## config.mk

```make
export PLATFORM = sky130hd
export DESIGN_NAME = mem_arbiter_rr_flat
export DESIGN_NICKNAME = d
export VERILOG_FILES = /design/src/rtl/tinysimt_pkg.sv /design/src/rtl/mem_arbiter_rr_if.sv /design/src/rtl/mem_arbiter_rr_rr_pick.sv /design/src/rtl/mem_arbiter_rr.sv /design/src/flat_wrapper.sv
export SDC_FILE = /design/constraint.sdc
export NUM_CORES = 1
export LEC_CHECK = 0
export CAP_MARGIN = 20
export CORE_AREA = 2 2 244 246
export CTS_BUF_LIST = sky130_fd_sc_hd__clkbuf_4
export CTS_CLUSTER_DIAMETER = 80
export CTS_CLUSTER_SIZE = 25
export DETAILED_ROUTE_END_ITERATION = 7
export DIE_AREA = 0 0 246 248
export GPL_TIMING_DRIVEN = 1
export SLEW_MARGIN = 30
export SYNTH_ARGS = -nofsm -noshare
export SYNTH_HDL_FRONTEND = slang
export SYNTH_SLANG_ARGS = --single-unit
```

## constraint.sdc

```tcl
create_clock -name clk -period 4.7 [get_ports clk]
set_input_delay 0.47 -clock clk [delete_from_list [all_inputs] [get_ports clk]]
set_output_delay 0.47 -clock clk [all_outputs]
set_load 0.05 [all_outputs]
```

## src/rtl/tinysimt_pkg.sv

```systemverilog
// tinysimt_pkg: shared constants and packed-array helpers for the TinySIMT core array
package tinysimt_pkg;
  localparam int NUM_CORES = 4;
  localparam int BOFF = 2;
  function automatic int lo(input int i, input int w);
    return i * w;
  endfunction
endpackage

```

## src/rtl/mem_arbiter_rr_if.sv

```systemverilog
// mem_arbiter_rr_if: core-side request/response bus of the shared data SRAM arbiter
interface mem_arbiter_rr_if #(parameter int N = 4, parameter int AW = 32);
  logic [N-1:0] req;
  logic [N-1:0] we;
  logic [N*AW-1:0] addr;
  logic [N*32-1:0] wdata;
  logic [N-1:0] stall;
  logic [N*32-1:0] rdata;
  modport master(output req, we, addr, wdata, input stall, rdata);
  modport slave(input req, we, addr, wdata, output stall, rdata);
endinterface

```

## src/rtl/mem_arbiter_rr_rr_pick.sv

```systemverilog
// rr_pick: combinational round-robin picker, first requester at or cyclically after ptr
module rr_pick #(parameter int N = 4, parameter int PW = $clog2(N)) (
  input  logic [N-1:0]  req,
  input  logic [PW-1:0] ptr,
  output logic [N-1:0]  win,
  output logic [PW-1:0] idx
);
  always_comb begin
    win = '0;
    idx = '0;
    for (int k = N - 1; k >= 0; k--)
      if (req[ptr + PW'(k)]) begin
        win = N'(1) << (ptr + PW'(k));
        idx = ptr + PW'(k);
      end
  end
endmodule

```

## src/rtl/mem_arbiter_rr.sv

```systemverilog
// mem_arbiter_rr: round-robin arbiter sharing one data SRAM among N cores, with read coalescing
import tinysimt_pkg::*;
module mem_arbiter_rr #(
  parameter int N = NUM_CORES,
  parameter int AW = 32,
  parameter int CW = 32
) (
  input  logic                clk,
  input  logic                reset,
  mem_arbiter_rr_if.slave     bus,
  output logic [AW-1:0]       mem_addr,
  output logic                mem_we,
  output logic [31:0]         mem_wdata,
  input  logic [31:0]         mem_rdata,
  input  logic                cnt_clear,
  output logic [N*CW-1:0]     stall_cnt
);
  localparam int PW = $clog2(N);
  logic [PW-1:0] ptr, widx;
  logic [N-1:0] win, g;
  logic [AW-1:0] aw;
  logic any;
  logic [CW-1:0] cnt [N];
  assign any = |bus.req;
  rr_pick #(.N(N)) u_pick (.req(bus.req), .ptr(ptr), .win(win), .idx(widx));
  assign aw = bus.addr[lo(int'(widx), AW) +: AW];
  // A reading winner pulls in every other reader of the same word; a storing winner goes alone
  always_comb begin
    g = win;
    for (int j = 0; j < N; j++)
      if (!bus.we[widx] && bus.req[j] && !bus.we[j] &&
          bus.addr[lo(j, AW) + BOFF +: AW - BOFF] == aw[AW-1:BOFF])
        g[j] = 1'b1;
  end
  assign bus.stall = reset ? '1 : bus.req & ~g;
  assign bus.rdata = reset ? '0 : {N{mem_rdata}};
  assign mem_we = ~reset & any & bus.we[widx];
  assign mem_addr = (reset | ~any) ? '0 : aw;
  assign mem_wdata = (reset | ~any) ? '0 : bus.wdata[lo(int'(widx), 32) +: 32];
  always_ff @(posedge clk) begin
    ptr <= reset ? '0 : any ? widx + PW'(1) : ptr;
    for (int i = 0; i < N; i++)
      cnt[i] <= (reset || cnt_clear) ? '0 : (bus.stall[i] && ~&cnt[i]) ? cnt[i] + CW'(1) : cnt[i];
  end
  for (genvar i = 0; i < N; i++) begin : g_cnt
    assign stall_cnt[i*CW +: CW] = cnt[i];
  end
endmodule

```

## src/flat_wrapper.sv

```systemverilog
// flat-port wrapper written by rule: the top's interface ports become plain ports
module mem_arbiter_rr_flat 
#(
  parameter int N = NUM_CORES,
  parameter int AW = 32,
  parameter int CW = 32
)
  (clk, reset, mem_addr, mem_we, mem_wdata, mem_rdata, cnt_clear, stall_cnt, bus_req, bus_we, bus_addr, bus_wdata, bus_stall, bus_rdata);
  mem_arbiter_rr_if #(.N(N), .AW(AW)) bus_i ();
  input  logic clk;
  input  logic reset;
  output logic [AW-1:0] mem_addr;
  output logic mem_we;
  output logic [31:0] mem_wdata;
  input  logic [31:0] mem_rdata;
  input  logic cnt_clear;
  output logic [N*CW-1:0] stall_cnt;
  input wire logic [$bits(bus_i.req)-1:0] bus_req;
  input wire logic [$bits(bus_i.we)-1:0] bus_we;
  input wire logic [$bits(bus_i.addr)-1:0] bus_addr;
  input wire logic [$bits(bus_i.wdata)-1:0] bus_wdata;
  output wire logic [$bits(bus_i.stall)-1:0] bus_stall;
  output wire logic [$bits(bus_i.rdata)-1:0] bus_rdata;
  assign bus_i.req = bus_req;
  assign bus_i.we = bus_we;
  assign bus_i.addr = bus_addr;
  assign bus_i.wdata = bus_wdata;
  assign bus_stall = bus_i.stall;
  assign bus_rdata = bus_i.rdata;
  mem_arbiter_rr #(.N(N), .AW(AW), .CW(CW)) u_core (.clk(clk), .reset(reset), .bus(bus_i), .mem_addr(mem_addr), .mem_we(mem_we), .mem_wdata(mem_wdata), .mem_rdata(mem_rdata), .cnt_clear(cnt_clear), .stall_cnt(stall_cnt));
endmodule
```

* After elaboration in Yosys (flattened, before gate mapping) *
Memory sizes are Yosys's and may differ from the RTL's.
Cells that the tools add are included.

operators by class
  $add $sub $neg = 8
  magnitude comparators = 5
  equal/unequal tests = 4
  shift-type cells = 6
  mux-type cells = 34
  bitwise operators = 7
  reductions and logical operators = 31

operators with widths
  operator               count
  $mux 32                10
  $shiftx 128x8->32      2
  $add 32x1->32 const B  4
  $mux 128               1
  $reduce_and 32->1      4
  $eq 30x30->1           4
  $mux 4                 5
  $logic_and 1x1->1      16
  $shl 1x2->4 const A    4
  $lt 2x3->1 const B     5
  $bmux 1 s2             5
  $logic_not 1->1        9
  $mux 1                 9
  $mux 2                 4
  $add 2x1->2 const B    2
  $add 2x2->2 const B    2
  $and 4x4->4            1
  $not 4->4              1
  $reduce_or 4->1        1
  $and 1x1->1            2
  $not 1->1              2
  $logic_or 1x1->1       1
  $or 1x1->1             1

storage, ports and cells
  register bits = 2
  RAM bits = 128
  output and inout port bits = 325
  memories = 1

memories
  memory      words  bits a word  rd ports  clocked after Yosys merged registers in  wr ports  line                  source
  u_core.cnt  4      32           4         0                                        4         mem_arbiter_rr.sv:23  logic [CW-1:0] cnt [N];

* Depth between registers and ports, before layout *
Gate-level depths: netlist (run 1).

  depth after elaboration = 20
  mapped depth = 24
  gate-level depth less buffers = 14

* Modules after synthesis *
A second synthesis (run 1) with hierarchy kept.

unflattened totals
  cell total of the unflattened synthesis = 1695
  area, all modules = 13643.1 sq um

by module, submodules not included
  module          times used  cells an instance  area each (sq um)  sequential area each (sq um)
  mem_arbiter_rr  1           1635               13152.6            2602.5
  rr_pick         1           60                 490.5              0.0

* Least setup slack after synthesis (run 1) *
OpenSTA, ideal clock, no wires.

  path kind = register -> output
  start point = register u_core.ptr[0]
  end point = output port mem_addr[13]
  arrival time = 6.235 ns
  slack = -2.005 ns
  stages on the path, launching flop included = 18
  path buffers = 9
  path through = dfxtp_1 > buf_6 > buf_2 > inv_1 > clkbuf_1 > ha_1 > clkbuf_1 > mux4_2 > o21bai_4 > a21o_1 > buf_2 > nand2_1 > buf_2 > buf_2 > buf_2 > clkbuf_1 > nor3_1 > a2111oi_0

on the way
  word-level cells in the longest chain between the ends = 9
  elaborated cells between the ends (all ways) = 17
  classes of those cells = 3 x add/sub; 1 x shift; 13 x mux

ends and longest elaborated chain
  item                          line                                                        source
  from (decl)                   mem_arbiter_rr.sv:19                                        logic [PW-1:0] ptr, widx;
  from (signal assigned)        mem_arbiter_rr.sv:41                                        ptr <= reset ? '0 : any ? widx + PW'(1) : ptr;
  $add 2x2->2                   mem_arbiter_rr_rr_pick.sv:12, mem_arbiter_rr_rr_pick.sv:14
  $bmux 1 s2                    mem_arbiter_rr_rr_pick.sv:12                                if (req[ptr + PW'(k)]) begin
  $mux 1 (not written as such)  mem_arbiter_rr_rr_pick.sv:12
  $mux 2 (3 in series)          mem_arbiter_rr_rr_pick.sv:12
  $mux 2 *                      mem_arbiter_rr_rr_pick.sv:12
  $shiftx 128x8->32 *           mem_arbiter_rr.sv:26                                        assign aw = bus.addr[lo(int'(widx), AW) +: AW];
  $mux 32 *                     mem_arbiter_rr.sv:38                                        assign mem_addr = (reset | ~any) ? '0 : aw;
  to (decl)                     flat_wrapper.sv:12                                          output logic [AW-1:0] mem_addr;

Mark *: on every way between the ends. The rest lies on a longest branch, timed or not. The select of a mux whose other input is x is not followed.

* Worst setup path in the final report (run 1) *
  start point = register u_core.ptr[0]
  end point = output port bus_stall[0]

on the way
  word-level cells in the longest chain between the ends = 17
  elaborated cells between the ends (all ways) = 35
  classes of those cells = 3 x add/sub; 1 x eq/ne; 5 x shift; 20 x mux; 2 x bitwise; 4 x reduce/logical

ends and longest elaborated chain
  item                                                                  line                  source
  parallel branches: the longest is 13 deep, another holds $add 2x2->2  n/a
  $mux 1 *                                                              mem_arbiter_rr.sv:31  if (!bus.we[widx] && bus.req[j] && !bus.we[j] &&
  $not 4->4 *                                                           mem_arbiter_rr.sv:35  assign bus.stall = reset ? '1 : bus.req & ~g;
  $and 4x4->4 *                                                         mem_arbiter_rr.sv:35
  $mux 4 *                                                              mem_arbiter_rr.sv:35
  to (decl)                                                             flat_wrapper.sv:22    output wire logic [$bits(bus_i.stall)-1:0] bus_stall;

Mark *: on every way between the ends. The select of a mux whose other input is x is not followed.

==> results.md, run 1 <==
- Status: complete, but fails checks
- Failing checks: setup timing
- Worst slack, placed: -720 ps
- First DRT Iteration DRCs: around 1700
- GPL Wtd Cong: 1.05
- Later-pin clock latency in the skew report: about 600 ps
- PortBufs: slightly above 600
- Clock Pin Slew Worst Setup and Hold Paths: roughly 110 ps
- CP max stage delay: 570 ps
- Setup ws final: -287 ps
- Reg2reg start: u_core.ptr[0]$_SDFFE_PP0N_
- CP most frequent cell: buf_12
- Synth area leader: dfxtp_1
- Max Slew Vio Count: 0
- DR vias/cell: about 5.4
- Area grow syn2layout: 72.6%
- Synth Warn #: 0
- Startpoint types: flop
- Layout Cells excl Fill: between 3000 and 4000
- Max clock buf depth: 2
- Kind of critical path: flop to output pin
- Chip height: ~250 microns
- Mapped Area: between 10000 and 15000 sq um
- # Max-Cap Violations: 0
- Hold Vio Cnt, Final: 0
- Fin crit share: 1.06
- Final ANT Viol Nets: 0
- Asr flop ratio synth: 0
- Cells after synthesis: 2097
- Die area: just over 60000 sq um
- Detailed Routing Iterations Pass 1: 5
- Ratio of cells with drive above 1 in the final layout: 0.211
- Post-synth top area share: 0.180
- Global-route wire length before repair: about 130000 microns
- Ys flop type: dfxtp_1
- Leakage power: ~9.4 nW
- Final setup fails: 4
- Drc violations: 0
- Crit path time final: approximately 5000 ps
- Vias in the first global route: between 15000 and 20000
- Mean Syn Cell Area: approximately 7 sq um
- Num CTS Buffers: 17
- Worst slew pin tran: ~900 ps
- Critical path cell sequence: buf_12, mux4_2, o21bai_4, a21oi_4, buf_12, buf_6, buf_8, o211ai_1, buf_4, nor2_2, o21ai_1, buf_4, or4b_4, a2111oi_4, a41oi_4, or2_4, buf_12
- Max Clock Freq: 0.201 GHz
- Detailed Place HPWL: between 70000 and 80000 microns
- Max Clock Skew: 25.9 ps
- Placed insts: approximately 3500
- Max VDD drop: ~0.47 mV
- Crit path DAT: around 4500 ps
- Req. time, crit path: between 4000 and 5000 ps
- WL per Instance: ~25 microns
- Post-route cell area: 25000 sq um
- Worst R2R Setup Slack: roughly 100 ps
- RSZ-0062 raised after global routing: true
- Setup crit end kind: output pin
- Core ar.: slightly below 60000 sq um
- R2R depth: 21
- Clock root buffer: clkbuf_4
- Slowest-stage cell, CP: mux4_2
- DRT Wirelength: a little over 90000 microns
- Placed inst area: approximately 23000 sq um
- CP Launch Point: u_core.ptr[0]$_SDFFE_PP0N_
- Crit Reg-Reg Endpoint: u_core.cnt[2][22]$_SDFFE_PP0P_
- Max_slew headroom: 0.403
- Synth top area cells: dfxtp_1 (18%), nand2_1 (7.5%), nand3_1 (5.7%), buf_4 (5.1%), xor2_1 (4.3%)
- Vias post-DR: 19800
- Clock Sink Count: between 100 and 150
- GR Util All Layers: 0.283
- Post-Syn Nets: between 2000 and 2500
- Initial antenna violation count: 10
- # H-tree levels: 4
- Final nets: 3154
- Worst min-delay path startpoint: u_core.cnt[0][12]$_SDFFE_PP0P_
- WHS: approximately 500 ps
- Post-synthesis register bit count: 130
- CTS tree: yes
- Synth cell types: 94
- Register area share after synthesis: 0.180
- Design Power: ~17 mW
- Initial Util: 0.247
- P per Cell Area: 670 nW/um^2
- Crit-path max FO: 8
- Die width: 246 microns
- Placement Rows: 89
- Ports: between 600 and 700
- Post-synth EDFFs: 0
- Worst setup endpoint: bus_stall[0]
- Hold Crit Class: flop to flop
- GRT Residual Overflow: 0
- Hold Buf Count CTS: 0
- Largest net degree at the start of global routing: 72
- Filler instances: between 5000 and 6000
worst min path at each step:
stage                                           endpoint  slack, ps  cells past startpoint
final                     u_core.cnt[0][12]$_SDFFE_PP0P_        500                      2
after floorplan           u_core.cnt[0][16]$_SDFFE_PP0P_        640                      2
after global routing      u_core.cnt[2][17]$_SDFFE_PP0P_        530                      2
after CTS                 u_core.cnt[0][12]$_SDFFE_PP0P_        500                      2
after detailed placement  u_core.cnt[2][17]$_SDFFE_PP0P_        480                      2
after global placement    u_core.cnt[2][19]$_SDFFE_PP0P_        480                      2
cell type report:
class                   count  area [sq um]  area share
flip-flops and latches    130          2610       0.104
inverters                  49           188     0.00751
well taps                 773           967      0.0387
clock buffers              18           135     0.00541
repair buffers            977          9800       0.392
multi-input cells        1668         11100       0.445
clock inverters            14           163     0.00651
diodes                      4          10.0    0.000401
layout by cell type, fill, tap and decap left out, types with 10 or more instances in the layout:
cell | synthesis | routed
mux2i_1 | 51 | 41
buf_12 | 0 | 74
nand2b_1 | 13 | 13
xor2_1 | 71 | 70
a21oi_1 | 116 | 113
o31ai_1 | 28 | 26
o211ai_1 | 43 | 43
clkdlybuf4s50_1 | 0 | 552
nand2_1 | 288 | 284
nor3_1 | 41 | 39
o22ai_1 | 17 | 14
dfxtp_1 | 130 | 128
xnor2_1 | 53 | 51
inv_1 | 48 | 46
nor2_1 | 102 | 96
ha_1 | 12 | 11
or3_1 | 70 | 68
nand4_1 | 25 | 25
and3_1 | 98 | 95
nand3_1 | 166 | 166
a31oi_1 | 17 | 13
nor2b_1 | 51 | 50
buf_6 | 7 | 18
and2_1 | 20 | 21
a21boi_0 | 11 | 10
nor4_1 | 19 | 12
buf_4 | 98 | 324
or4_1 | 44 | 43
clkbuf_4 | 0 | 18
o21ai_0 | 98 | 82
o21ai_1 | 13 | 26
synth_stat cells (all sizes together), types with 49 or more instances:
cell and number:
buf 155, inv 49, o21ai 115, dfxtp 130
a21oi 118, or3 70, nand3 167, xor2 71
nor2b 52, mux2i 52, xnor2 53, nor2 106
clkbuf 97, and3 98, nand2 288
state kept, by name, summed over array words and instances, names as in the netlist:
signal / flops
u_core.cnt: 128
u_core.ptr: 2
cell families (layout without fill, tap and decap cells):
family	count (synthesis)	in the layout	synth area share
multiplexers	60	60	0.0456
AO/OA/AOI/OAI	492	492	0.231
XOR/XNOR	124	124	0.0751
other	0	4	0
AND/OR/NAND/NOR	978	980	0.347
adder cells (fa/ha/maj)	12	12	0.0104
flip-flops	130	130	0.180
buffers and inverters	301	1058	0.110
power breakdown:
| group | switching (mW) | internal (mW) | leakage, nW |
|---|---|---|---|
| clock network | 0.457 | 0.371 | 0.159 |
| logic | 8.31 | 6.46 | 8.19 |
| registers | 0.0167 | 1.12 | 1.05 |
routing by layer:
metal	part of all wire	up-vias	track usage
met5	0.00078	-	0
met4	0.049	10	0.132
met3	0.086	191	0.0637
met2	0.47	1049	0.482
met1	0.39	9467	0.337
li1	-	9057	-
metrics by stage:
stage / util / TNS [ps]
final: 0.427 / -1030
after global routing: 0.427 / -1680
after CTS: 0.416 / -1550
after detailed placement: 0.401 / -61090
after global placement: 0.401 / -65140
after floorplan: - / 0
repair_timing:
action	in CTS	in global routing
hold endpoints to repair	0	0
buffers inserted	35	18
pin swaps	21	45
resized for setup	55	105
setup endpoints to repair	73	21
cloned	3	1
critical path, delay by kind of cell, from the launching register on:
| kind | cells | cell delay, ps |
|---|---|---|
| muxes | 1 | 570 |
| AOI/OAI and AO/OA | 6 | 1150 |
| buffers and inverters | 7 | 1000 |
| DFF | 1 | 380 |
| and+or+nand+nor | 3 | 830 |
No activity file was read; power rests on OpenSTA's default activity.
==> run 2, diff against run 1 <==
Settings changed: MAX_ROUTING_LAYER set to met4, SETUP_SLACK_MARGIN set to 0.1.
==> run 2 against run 1 <==
Effect of this change: via count fell by 0.70%; cell count fell by 0.11%; flip-flop and latch count did not move; the run still ends with setup timing left; die area did not move; global-route usage rose by 0.24 points; core utilization fell by 0.15 points; critical path type is now flop to flop; count of clock-buffer cells in the layout fell by 1.
==> results.md, run 2 (synthesized netlist as in run 1, its figures left out) <==
- Leakage power: 9.30 nW (-1.0%)
- Detailed Routing Iterations Pass 1: 7 (+2)
- Most frequent cells in the layout: clkdlybuf4s50_1 (553), buf_4 (313), nand2_1 (284)
- Ports: 624 (unchanged)
- Max Slew Vio Count: 0 (unchanged)
- Clock root buffer: clkbuf_4
- Max VDD drop: 0.414 mV (-13%)
- Worst min-delay path startpoint: u_core.cnt[0][12]$_SDFFE_PP0P_
- Ratio of cells with drive above 1 in the final layout: 0.224 (+0.0129)
- Hold Vio Cnt, Final: 0 (unchanged)
- Max_slew headroom: 0.400 (-0.00318)
- Hold Crit Class: flop to flop
- RSZ-0062 raised after global routing: true
- Core ar.: 58500 sq um (unchanged)
- Kind of critical path: flop to flop
- Max Clock Skew: 17.7 ps (-8.19 ps)
- Drc violations: 0 (unchanged)
- Vias post-DR: 19600 (-0.70%)
- Hold Buf Count CTS: 0 (unchanged)
- Max Clock Freq: 0.196 GHz (-2.3%)
- Num CTS Buffers: 17 (unchanged)
- Die width: 246 microns (unchanged)
- Detailed Place HPWL: 71100 microns (-2.7%)
- Hold EP: u_core.cnt[0][12]$_SDFFE_PP0P_
- Global-route wire length before repair: 126000 microns (-1.7%)
- Crit-path max FO: 7 (-1)
- Setup crit end kind: flop
- Hold path cells: 2 (unchanged)
- Initial Util: 0.247 (unchanged)
- Most flops, register: u_core.cnt
- # H-tree levels: 4 (unchanged)
- Final ANT Viol Nets: 0 (unchanged)
- Area grow syn2layout: 72.0%
- Final setup fails: 36 (+32)
- Commonest non-fill, non-tap cell in the layout: clkdlybuf4s50_1
- Max reg flops: 128 (unchanged)
- P per Cell Area: 643 nW/um^2 (-4.0%)
- Placed inst area: 22800 sq um (-2.7%)
- Req. time, crit path: 5190 ps (+960 ps)
- Worst R2R Setup Slack: -410 ps (-510 ps)
- First DRT Iteration DRCs: 1803 (+7.5%)
- Crit path time final: 5110 ps (+119 ps)
- GRT Residual Overflow: 0 (unchanged)
- Placed insts: 3519 (-0.71%)
- Worst slew pin tran: 900 ps (+13.0 ps)
- CTS tree: yes
- # Max-Cap Violations: 0 (unchanged)
- Chip height: 248 microns (unchanged)
- Fin crit share: 1.09 (+0.0253)
- Max clock buf depth: 2 (unchanged)
- Largest net degree at the start of global routing: 71 (-1.4%)
- Setup ws final: -406 ps (-119 ps)
- Post-route cell area: 24900 sq um (-0.34%)
- Status: complete, but fails checks
- Layout Cells excl Fill: 3629 (-0.11%)
- Reg2reg start: u_core.ptr[0]$_SDFFE_PP0N_
- DRT Wirelength: 90200 microns (-0.72%)
- GPL Wtd Cong: 1.02 (-2.9%)
- DR vias/cell: 5.41 (-0.59%)
- Startpoint types: flop
- Largest regs: u_core.cnt x128, u_core.ptr x2
- Finished Core Util: 0.426 (-0.00146)
- Clock Pin Slew Worst Setup and Hold Paths: 130 ps (+20 ps)
- Crit path DAT: 5600 ps (+1080 ps)
- Crit Reg-Reg Endpoint: u_core.cnt[3][22]$_SDFFE_PP0P_
- PortBufs: 623 (unchanged)
- Vias in the first global route: 18700 (-2.1%)
- WL per Instance: 24.9 microns (-0.61%)
- CP Launch Point: u_core.ptr[0]$_SDFFE_PP0N_
- Later-pin clock latency in the skew report: 610 ps (+20 ps)
- Die area: 61000 sq um (unchanged)
- Initial antenna violation count: 12 (+2)
- GR Util All Layers: 0.285 (+0.00240)
- Final nets: 3141 (-0.41%)
- Clock Sink Count: 130 (unchanged)
- Failing checks: setup timing
- Placement Rows: 89 (unchanged)
- R2R depth: 25 (+19%)
==> run 2: changes by cell type in the layout (fill, tap and decap cells not counted), sizes merged <==
cell / delta
inv: +2
buf: -13
dlygate4sd2: -1
nor2: -1
bufinv: -1
clkdlybuf4s50: +1
clkinvlp: +4
clkinv: -4
diode: +9
==> run 2: cell type report <==
cell class	count	area, sq um
tap	773	967
sequential	130	2610
clock inverter	15	159
inverter	49	190
multi-input combinational	1667	11400
fill	5948	33600
clock buffer	17	128
timing repair buffer	965	9440
antenna	13	32.5
==> run 2: worst max path at each step <==
stage,end,depth (start not counted)
3_3_place_gp,u_core.cnt[3][15]$_SDFFE_PP0P_,17
4_1_cts,bus_stall[3],17
5_1_grt,bus_stall[0],14
6_report,u_core.cnt[3][22]$_SDFFE_PP0P_,25
2_1_floorplan,mem_addr[26],18
3_5_place_dp,bus_stall[3],13
==> run 2: timing repair <==
| action | 4_1_cts | 5_1_grt |
|---|---|---|
| hold endpoints to repair | 0 | 0 |
| pin swaps | 27 | 69 |
| gates resized for setup | 55 | 207 |
| setup endpoints to repair | 103 | 98 |
| cloned | 2 | 8 |
| buffers inserted | 27 | 29 |
==> run 2: power breakdown <==
group          switching [mW]  internal [mW]
logic                    8.12           5.93
clock network           0.485          0.318
registers              0.0227           1.12
total                    8.63           7.37
==> run 2: per-layer routing <==
layer	wire, microns	global-route usage
met5	0	-
met1	37900	0.357
met4	2510	0.0777
met2	42200	0.461
met3	7630	0.0633
==> run 2: worst max-delay path, cell delays in order (launching register included) <==
cell and delay (ps):
dfxtp_4 420, inv_4 40, ha_4 280, mux4_2 400, nor2b_2 230, buf_4 200, nor2_1 80, buf_4 160
mux2i_1 130, o211ai_1 490, and3_1 250, o21ai_0 120, buf_4 170, nor4_4 390, a31oi_4 200, buf_6 160
buf_6 100, buf_6 100, buf_6 100, buf_6 100, buf_6 120, o21ai_4 230, buf_4 190, buf_6 140
or3_4 130, a21oi_2 40
==> run 2: through the flow <==
stage          hold slack [ps]  TNS [ps]  total power, mW  setup slack, ps
2_1_floorplan              644         0             7.81             99.9
3_3_place_gp               474    -42920             13.4             -558
3_5_place_dp               487    -49790             13.4             -589
4_1_cts                    506     -1600             14.9             -435
5_1_grt                    535    -14610             16.6             -542
6_report                   502    -10590             16.0             -406
==> run 3, diff against run 2 <==
Settings changed: PLACE_DENSITY set to 0.52, SKIP_CTS_REPAIR_TIMING set to 1.
==> run 3 against run 2 <==
Effect of this change: combinational power shrank 4%; routed wire length grew 3.5%; sequential share of layout area rose by 0.24 points; die area stayed put; the run still ends with setup timing left; hold slack better by 2.0 ps; clock power rose by 15%; critical path depth down 7; register-to-register slack better by 370 ps; highest routed layer unchanged; design area fell by 2.2%.
==> results.md, run 3 (synthesized netlist as in run 1, its figures left out) <==
- Failing checks: setup timing
- Comb pwr share: 0.868 (-0.010)
- Worst slew pin tran: 863 ps (-36.8 ps)
- GR Util All Layers: 0.297 (+0.0115)
- Largest net degree at the start of global routing: 68 (-4.2%)
- Max clock buf depth: 2 (unchanged)
- Placed inst area: 23000 sq um (+0.94%)
- Status: complete, but fails checks
- Die area: 61000 sq um (unchanged)
- Area grow syn2layout: 68.2%
- GRT Residual Overflow: 0 (unchanged)
- Crit-path max FO: 15 (+8)
- Max_slew headroom: 0.424 (+0.0245)
- Commonest non-fill, non-tap cell in the layout: clkdlybuf4s50_1
- Grt met2 use: 0.493 (+0.0321)
- Vias post-DR: 19600 (-0.36%)
- # H-tree levels: 4 (unchanged)
- CTS tree: yes
- Flop pwr share: 0.073 (+0.002)
- Most flops, register: u_core.cnt
- Clock Sink Count: 130 (unchanged)
- Worst slack, placed: -636 ps (-46.7 ps)
- Initial Util: 0.247 (unchanged)
- CP Launch Point: u_core.ptr[0]$_SDFFE_PP0N_
- Core ar.: 58500 sq um (unchanged)
- Clock root buffer: clkbuf_4
- Final nets: 3132 (-0.29%)
- Startpoint types: flop
- RSZ-0062 raised after global routing: true
- Switching Fraction: 0.548 (+0.00866)
- Crit path time final: 5170 ps (+68.0 ps)
- Leakage power: 9.17 nW (-1.4%)
- Switching pwr: 8.58 mW (-0.59%)
- Most frequent cells in the layout: clkdlybuf4s50_1 (553), buf_4 (332), nand2_1 (284)
- Req. time, crit path: 4230 ps (-960 ps)
- Hold Crit Class: flop to flop
- Ports: 624 (unchanged)
- Final setup fails: 6 (-83%)
- Pint: 7.08 mW (-4.0%)
- Crit path DAT: 4700 ps (-900 ps)
- Max Slew Vio Count: 0 (unchanged)
- Num CTS Buffers: 17 (unchanged)
- GR peak layer: met2
- Final ANT Viol Nets: 0 (unchanged)
- Placement Rows: 89 (unchanged)
- Global-route wire length before repair: 130000 microns (+2.8%)
- Hold Vio Cnt, Final: 0 (unchanged)
- Worst min-delay path startpoint: u_core.cnt[2][17]$_SDFFE_PP0P_
- Max Clock Freq: 0.193 GHz (-1.3%)
- Die width: 246 microns (unchanged)
- Later-pin clock latency in the skew report: 620 ps (about the same)
- Max VDD drop: 0.352 mV (-15%)
- Initial antenna violation count: 7 (-5)
- DR vias/cell: 5.42 (+0.16%)
- Ratio of cells with drive above 1 in the final layout: 0.203 (-0.0211)
- First DRT Iteration DRCs: 1842 (+2.2%)
- Drc violations: 0 (unchanged)
- Post-route cell area: 24300 sq um (-2.2%)
- Clock Pin Slew Worst Setup and Hold Paths: 140 ps (about the same)
- Reg2reg start: u_core.ptr[0]$_SDFFE_PP0N_
- Chip height: 248 microns (unchanged)
- Kind of critical path: flop to output pin
- Detailed Routing Iterations Pass 1: 5 (-2)
- PortBufs: 623 (unchanged)
- Max reg flops: 128 (unchanged)
- Design Power: 15.7 mW (-2.2%)
- Routing usage on met1: 0.382 (+0.0241)
- Largest regs: u_core.cnt x128, u_core.ptr x2
- Clock share of power: 0.059 (+0.009)
- DRT Wirelength: 93400 microns (+3.5%)
- Worst R2R Setup Slack: -40 ps (+370 ps)
- P per Cell Area: 643 nW/um^2 (about the same)
- # Max-Cap Violations: 0 (unchanged)
- Setup ws final: -474 ps (-68.0 ps)
- Setup crit end kind: output pin
- GPL Wtd Cong: 1.01 (-1.2%)
- Vias in the first global route: 18300 (-2.0%)
- Fin crit share: 1.10 (+0.0145)
- GRT met3 Usage: 0.0477 (-0.0156)
- WL per Instance: 25.9 microns (+4.1%)
- Finished Core Util: 0.416 (-0.00950)
- Max Clock Skew: 20.5 ps (+2.78 ps)
- Detailed Place HPWL: 75600 microns (+6.3%)
-- run 3: changes by cell type in the layout (fill, tap and decap cells not counted), sizes merged, moves of 2 or more --
cell / previous run / this run
buf: 409 / 400
diode: 13 / 4
clkinvlp: 6 / 3
bufinv: 2 / 4
clkbuf: 19 / 21
clkinv: 5 / 3
inv: 51 / 53
-- run 3: path summary, 6_finish.rpt --
path	end	depth (start not counted)
max	bus_stall[2]	18
max reg2reg	u_core.cnt[3][18]$_SDFFE_PP0P_	26
min reg2reg	u_core.cnt[2][17]$_SDFFE_PP0P_	2
min	u_core.cnt[2][17]$_SDFFE_PP0P_	2
-- run 3: per-layer routing --
layer / up-vias / routed length, microns
met5: - / 0
met3: 98 / 7170
li1: 9000 / -
met2: 968 / 44400
met1: 9498 / 39800
met4: 0 / 1970
-- run 3: final cells by class --
cell class | count | area (sq um)
diodes | 4 | 10.0
flip-flops and latches | 130 | 2610
clock inverters | 14 | 201
fillers | 6051 | 34100
clock buffers | 17 | 128
inverters | 49 | 188
well taps | 773 | 967
multi-input cells | 1666 | 11000
repair buffers | 957 | 9280
-- run 3: power by group through the flow --
stage	clock (mW)	sequential, mW	combinational, mW
after floorplan	0	1.18	6.63
after global placement	0	1.16	12.5
after detailed placement	0	1.16	12.5
after CTS	0.949	1.13	12.5
after global routing	0.993	1.14	14.2
final	0.922	1.14	13.6
-- run 3: metrics by stage --
step / setup TNS (ps) / std cells / hold WS [ps]
4_1_cts: -5420 / 3572 / 500
5_1_grt: -4080 / 3610 / 524
6_report: -1860 / 3610 / 504
3_3_place_gp: -50030 / 3540 / 463
3_5_place_dp: -45220 / 3541 / 478
2_1_floorplan: 0 / 2097 / 644
-- run 3: worst max-delay path: stages, from the launching register on --
cell	delay (ps)
dfxtp_4	390
buf_12	120
mux4_2	620
buf_4	220
o221a_2	180
nor2_4	280
nand2_8	140
buf_6	200
buf_4	180
a21oi_2	150
xor2_1	200
a21oi_1	90
buf_4	160
nor4_2	320
a41oi_2	230
buf_6	200
nor2_4	130
clkinvlp_4	90
buf_4	180
